<file path="config.mk">
export PLATFORM = sky130hd
export DESIGN_NAME = cic_decimator
export DESIGN_NICKNAME = d
export VERILOG_FILES = /design/src/rtl/cic_decimator.sv
export SDC_FILE = /design/constraint.sdc
export NUM_CORES = 1
export LEC_CHECK = 0
export CAP_MARGIN = 20
export CORE_UTILIZATION = 40
export DETAILED_ROUTE_END_ITERATION = 6
export PLACE_DENSITY = 0.64
export SYNTH_ARGS = -nofsm -noshare
export SYNTH_HDL_FRONTEND = slang
export SYNTH_SLANG_ARGS = --single-unit
</file>
<file path="constraint.sdc">
create_clock -name clk -period 21.2 [get_ports clk]
set_input_delay 4.24 -clock clk [delete_from_list [all_inputs] [get_ports clk]]
set_output_delay 4.24 -clock clk [all_outputs]
set_load 0.01 [all_outputs]
</file>
<file path="src/rtl/cic_decimator.sv">
// cic_decimator: programmable-ratio (R = 1,2,4,8,16) Hogenauer CIC decimator
// with gain normalisation, round-half-up and saturation to the Q1.15 format.
// Ports:
//   clk, rst            clock, synchronous active-high reset
//   valid_in, cic_in    input sample strobe and signed sample
//   dec_factor          ratio select (0..4 -> R=2^n, 5..7 -> R=16)
//   bypass              pass cic_in straight through with 1-cycle latency
//   cic_out, valid_out  decimated sample and its one-cycle strobe
//   overflow, underflow saturation flags, pulse with valid_out
// Optional macro CIC_SAT_CNT_EN adds sat_count (out, 16) and
// sat_count_clr (in, 1): a saturating count of saturation events.
module cic_decimator #(
    parameter int DATA_WIDTH   = 16,
    parameter int DATA_FRAC    = 15,
    parameter int N_STAGE      = 5,
    parameter int MAX_DEC_LOG2 = 4,
    parameter int ACC_WIDTH    = DATA_WIDTH + N_STAGE * MAX_DEC_LOG2
) (
    input  logic                         clk,
    input  logic                         rst,
    input  logic                         valid_in,
    input  logic signed [DATA_WIDTH-1:0] cic_in,
    input  logic [2:0]                   dec_factor,
    input  logic                         bypass,
`ifdef CIC_SAT_CNT_EN
    input  logic                         sat_count_clr,
    output logic [15:0]                  sat_count,
`endif
    output logic signed [DATA_WIDTH-1:0] cic_out,
    output logic                         valid_out,
    output logic                         overflow,
    output logic                         underflow
);

    localparam int AW  = ACC_WIDTH;
    localparam int SHW = $clog2(N_STAGE * MAX_DEC_LOG2 + 1);

    // Q1.x format: one sign bit, so full scale is 2^DATA_FRAC LSBs.
    localparam logic signed [AW:0] SMAX =
        (AW+1)'((64'sd1 <<< DATA_FRAC) - 64'sd1);
    localparam logic signed [AW:0] SMIN =
        (AW+1)'(-(64'sd1 <<< DATA_FRAC));

    logic [2:0]                   dec_log2;
    logic [2:0]                   r_q;
    logic                         flush;
    logic [MAX_DEC_LOG2-1:0]      cnt_q;
    logic [MAX_DEC_LOG2-1:0]      cnt_max;
    logic                         dec_evt;

    logic signed [AW-1:0]         in_ext;
    logic signed [AW-1:0]         integ_q [N_STAGE];
    logic signed [AW-1:0]         dly_q   [N_STAGE];
    logic signed [AW-1:0]         dly_d   [N_STAGE];
    logic signed [AW-1:0]         comb_acc;

    logic [SHW-1:0]               shamt;
    logic signed [AW:0]           c_ext;
    logic signed [AW:0]           rnd;
    logic signed [AW:0]           s_val;
    logic signed [DATA_WIDTH-1:0] out_d;
    logic                         ov_d;
    logic                         un_d;

    logic signed [DATA_WIDTH-1:0] out_q;
    logic                         vld_q;
    logic                         ov_q;
    logic                         un_q;

    // Out-of-range selects clamp to the largest supported ratio.
    always_comb begin
        dec_log2 = dec_factor;
        if (dec_factor > 3'(MAX_DEC_LOG2)) begin
            dec_log2 = 3'(MAX_DEC_LOG2);
        end
    end

    assign flush   = (dec_log2 != r_q);
    assign cnt_max = ~({MAX_DEC_LOG2{1'b1}} << r_q);
    assign dec_evt = valid_in && (cnt_q == cnt_max);
    assign in_ext  = {{(AW-DATA_WIDTH){cic_in[DATA_WIDTH-1]}}, cic_in};

    // Comb chain walked from I_N; dly_d[k] is the input of stage k,
    // which is what that stage's delay must remember.
    always_comb begin
        comb_acc = integ_q[N_STAGE-1];
        for (int k = 0; k < N_STAGE; k++) begin
            dly_d[k] = comb_acc;
            comb_acc = comb_acc - dly_q[k];
        end
    end

    // Gain is R^N = 2^(N*log2 R). The rounding constant is half an
    // output LSB, and collapses to zero when the shift is zero.
    always_comb begin
        shamt = SHW'(N_STAGE) * SHW'(r_q);
        c_ext = {comb_acc[AW-1], comb_acc};
        rnd   = ({{AW{1'b0}}, 1'b1} << shamt) >> 1;
        s_val = (c_ext + rnd) >>> shamt;
        ov_d  = (s_val > SMAX);
        un_d  = (s_val < SMIN);
        out_d = s_val[DATA_WIDTH-1:0];
        if (ov_d) begin
            out_d = SMAX[DATA_WIDTH-1:0];
        end else if (un_d) begin
            out_d = SMIN[DATA_WIDTH-1:0];
        end
    end

    always_ff @(posedge clk) begin
        if (rst) begin
            r_q   <= dec_log2;
            cnt_q <= '0;
            for (int k = 0; k < N_STAGE; k++) begin
                integ_q[k] <= '0;
                dly_q[k]   <= '0;
            end
            out_q <= '0;
            vld_q <= 1'b0;
            ov_q  <= 1'b0;
            un_q  <= 1'b0;
        end else if (flush || bypass) begin
            // Ratio change or bypass: filter state is held clear so the
            // next decimated group starts from zero history.
            r_q   <= dec_log2;
            cnt_q <= '0;
            for (int k = 0; k < N_STAGE; k++) begin
                integ_q[k] <= '0;
                dly_q[k]   <= '0;
            end
            ov_q  <= 1'b0;
            un_q  <= 1'b0;
            vld_q <= 1'b0;
            if (!flush) begin
                vld_q <= valid_in;
                if (valid_in) begin
                    out_q <= cic_in;
                end
            end
        end else begin
            vld_q <= 1'b0;
            ov_q  <= 1'b0;
            un_q  <= 1'b0;
            if (valid_in) begin
                integ_q[0] <= integ_q[0] + in_ext;
                for (int k = 1; k < N_STAGE; k++) begin
                    integ_q[k] <= integ_q[k] + integ_q[k-1];
                end
                cnt_q <= dec_evt ? '0 : cnt_q + 1'b1;
                if (dec_evt) begin
                    for (int k = 0; k < N_STAGE; k++) begin
                        dly_q[k] <= dly_d[k];
                    end
                    out_q <= out_d;
                    vld_q <= 1'b1;
                    ov_q  <= ov_d;
                    un_q  <= un_d;
                end
            end
        end
    end

    assign cic_out   = out_q;
    assign valid_out = vld_q;
    assign overflow  = ov_q;
    assign underflow = un_q;

`ifdef CIC_SAT_CNT_EN
    logic [15:0] sat_cnt_q;

    // Counts visible flag pulses; a clear beats a same-cycle increment.
    always_ff @(posedge clk) begin
        if (rst || sat_count_clr) begin
            sat_cnt_q <= '0;
        end else if ((ov_q || un_q) && (sat_cnt_q != 16'hFFFF)) begin
            sat_cnt_q <= sat_cnt_q + 16'd1;
        end
    end

    assign sat_count = sat_cnt_q;
`endif

endmodule
</file>
==> results.yml <==
global_route:
  busiest_layer: "met2"
  grt_util_met1_pct: 23.2
  use_met3_pct: 2.01
  grt_pass1_wl_um: 126000
  grt_antenna_before_repair: 0
  grt_max_degree: 102
  track_usage_pct: 17.5
  grt_pass1_vias: 25600
  met2_usage_pct: 29.8
  grt-ovfl-total: 0
routing:
  drt_iter0_drc: 1433
  finalWirelength_um: 78000
  drc_errors: 0
  vias: 27400
  routedWlPerCell_um: 15.4
  vias_per_cell: 5.43
  ant_nets: 0
  firstDrtPassIters: 7
cts:
  cts_setup_buffers: 0
  cts_tree: "yes"
  ctsResizeCount: 0
  cts_root_buf: "clkbuf_16"
  clock-sinks: 386
  htreeDepth: 2
  clk_path_buf_depth: 3
  clk_latency_ns: 0.59
  cts_buffers: 46
  clkTransAtPathRegs_ns: 0.06
  cts_hold_buf: 0
yosys:
  netlist_top_cells_area: "edfxtp_1 (32%), ha_1 (14%), xnor2_1 (4.5%)"
  ys_seq_area_share_pct: 33.0
  synth_seq_cells: 386
  yosys_warnings: 0
  synthCells: 3868
  yosysTopAreaCell: "edfxtp_1"
  ys_types: 88
  avgSynthCellArea_um2: 8.90
  ys_async_sr_fraction_pct: 0
  yosysTopAreaCellShare_pct: 31.7
  syn_area_um2: 34400
  ys_top_cells_by_count: "nor2_1 (400), ha_1 (384), edfxtp_1 (363), a21oi_1 (294), inv_1 (291)"
  syn-num-nets: 4286
  yosysMostFrequentCell: "nor2_1"
  synth_edf_count: 363
  synth_flop_cell: "edfxtp_1"
setup_path:
  r2r-end: "cic_out[5]"
  cp_slowest_cell: "a221oi_1"
  r2r-start: "integ_q[4][0]"
  crit_path_end_kind: "flop"
  start_kind: "flop"
  critical-path-max-stage-delay_ns: 0.92
  cp.arrival_ns: 14.58
  reg2reg_depth: 61
  criticalPathCategory: "flop to flop"
  r2r_setup_slack_ns: 7.04
  worstPathRequired_ns: 21.62
  cp_max_fo: 16
min_path:
  hold_end: "cic_out[15]"
  hp-class: "flop to flop"
  hold_start: "cic_out[15]"
  worstHoldPathCells: 2
die:
  initial_core_util_pct: 40.4
  die_x_um: 295
  die_area_um2: 87200
  io_pins: 42
  die_h_um: 295
  core_um2: 85100
  fp-row-count: 107
timing:
  fmax_mhz: 70.6
  fin_crit_ns: 14.16
  report.final.slew_viol_count: 0
  maxSlewHeadroom_pct: 25.8
  setup_viol: 0
  tns_ns: 0
  worstMarginPinSlew_ns: 1.11
  timing.final.hold_violations: 0
  fin_crit_sh_pct: 66.8
  worst_clock_skew_ns: 0.0213
  rsz0062_at_grt: "no"
final_layout:
  fin_area_um2: 37500
  drive_above_1_share_pct: 4.25
  synthToLayoutAreaGrowth_pct: 9.08
  fillerInstances: 8440
  antennaDiodeCount: 0
  nets: 4291
placement:
  portBuffers: 41
  dp_hpwl_um: 58400
  place_congestion: 0.883
  placed_area_um2: 36100
run_status:
  status: "completed"
job:
  maxCapViolations: 0
## per-stage QoR
stage	instances	setup WS [ns]	hold WS (ns)	util (%)
finish	5048	7.04	0.533	44.1
detailed placement	4969	7.28	0.508	42.4
global route	5048	5.91	0.563	44.1
global placement	4968	7.53	0.499	42.3
CTS	5048	7.17	0.521	44.1
floorplan	3868	9.22	0.498	-
## how the worst max path moves through the flow
stage                        startpoint           to  slack (ns)  depth (start not counted)
after detailed placement  integ_q[4][0]   cic_out[5]        7.28                         60
after global routing      integ_q[4][0]   cic_out[5]        5.91                         60
after CTS                 integ_q[4][0]   cic_out[5]        7.17                         60
after floorplan           integ_q[4][0]  cic_out[12]        9.22                         64
final                     integ_q[4][0]   cic_out[5]        7.04                         61
after global placement    integ_q[4][0]   cic_out[4]        7.53                         60
## kinds of logic (layout without fill, tap and decap cells)
logic type	Yosys count	after routing	synth area share, %
AND/OR/NAND/NOR	1319	1319	18.9
buffers and inverters	400	436	4.40
AO/OA/AOI/OAI	996	996	18.9
multiplexers	59	59	2.03
adder cells (fa/ha/maj)	395	395	14.6
flip-flops	386	386	33.0
XOR/XNOR	313	313	8.17
## layout by cell type (no fill, tap or decap), types with 15 or more instances in the layout
cell type	Yosys	routed
inv_1	291	291
a21boi_0	21	21
mux2_2	16	16
a31oi_1	31	31
buf_4	1	23
or3_1	29	29
and3_1	129	129
dfxtp_1	23	23
o21ai_0	179	179
nand4_1	20	20
xnor2_1	177	176
a211oi_1	48	48
nor2b_1	52	52
edfxtp_1	363	363
a21oi_1	294	294
and2_1	123	122
o2111ai_1	15	15
xor2_1	132	131
nor3_1	125	125
o211ai_1	38	38
clkbuf_16	0	48
or2_2	19	18
o22ai_1	18	18
nor2_1	400	399
nand3_1	95	95
o21a_1	46	46
a21o_1	96	96
ha_1	384	384
clkdlybuf4s50_1	0	41
nand2b_1	57	56
nand2_1	225	224
mux2i_1	36	36
o21bai_1	40	40
## area by class of cell
class | count | area (µm²) | area share, %
clock buffer | 59 | 1250 | 3.34
clock inverter | 20 | 223 | 0.593
inverter | 293 | 1100 | 2.93
multi-input combinational | 3082 | 21600 | 57.5
sequential | 386 | 11400 | 30.3
tap | 1144 | 1430 | 3.81
timing repair buffer | 64 | 583 | 1.55
## metal layers
metal	routed length (µm)	share of wire [%]	vias up
met4	1900	2.4	0
li1	-	-	14100
met1	37200	48	12800
met3	2570	3.3	110
met5	0	0	-
met2	36300	47	381
## critical path: cells and delay by family (launching register included)
family                     cells  cell delay (ns)
adders and majority gates      7             2.27
xor gates and xnor gates       6             0.97
and+or+nand+nor               17             2.67
buffers and inverters          1             0.06
DFF                            1             0.34
AOI/OAI and AO/OA             30             7.67
## state kept, by name, summed over array words and instances, names as in the netlist
name       cells
dly_q        180
integ_q      180
cic_out       16
cnt_q          4
r_q            3
overflow       1
underflow      1
valid_out      1
Power is left out: the tool's default activity adds up to more than one toggle a clock period on the data nets, which glitch-free logic cannot reach.
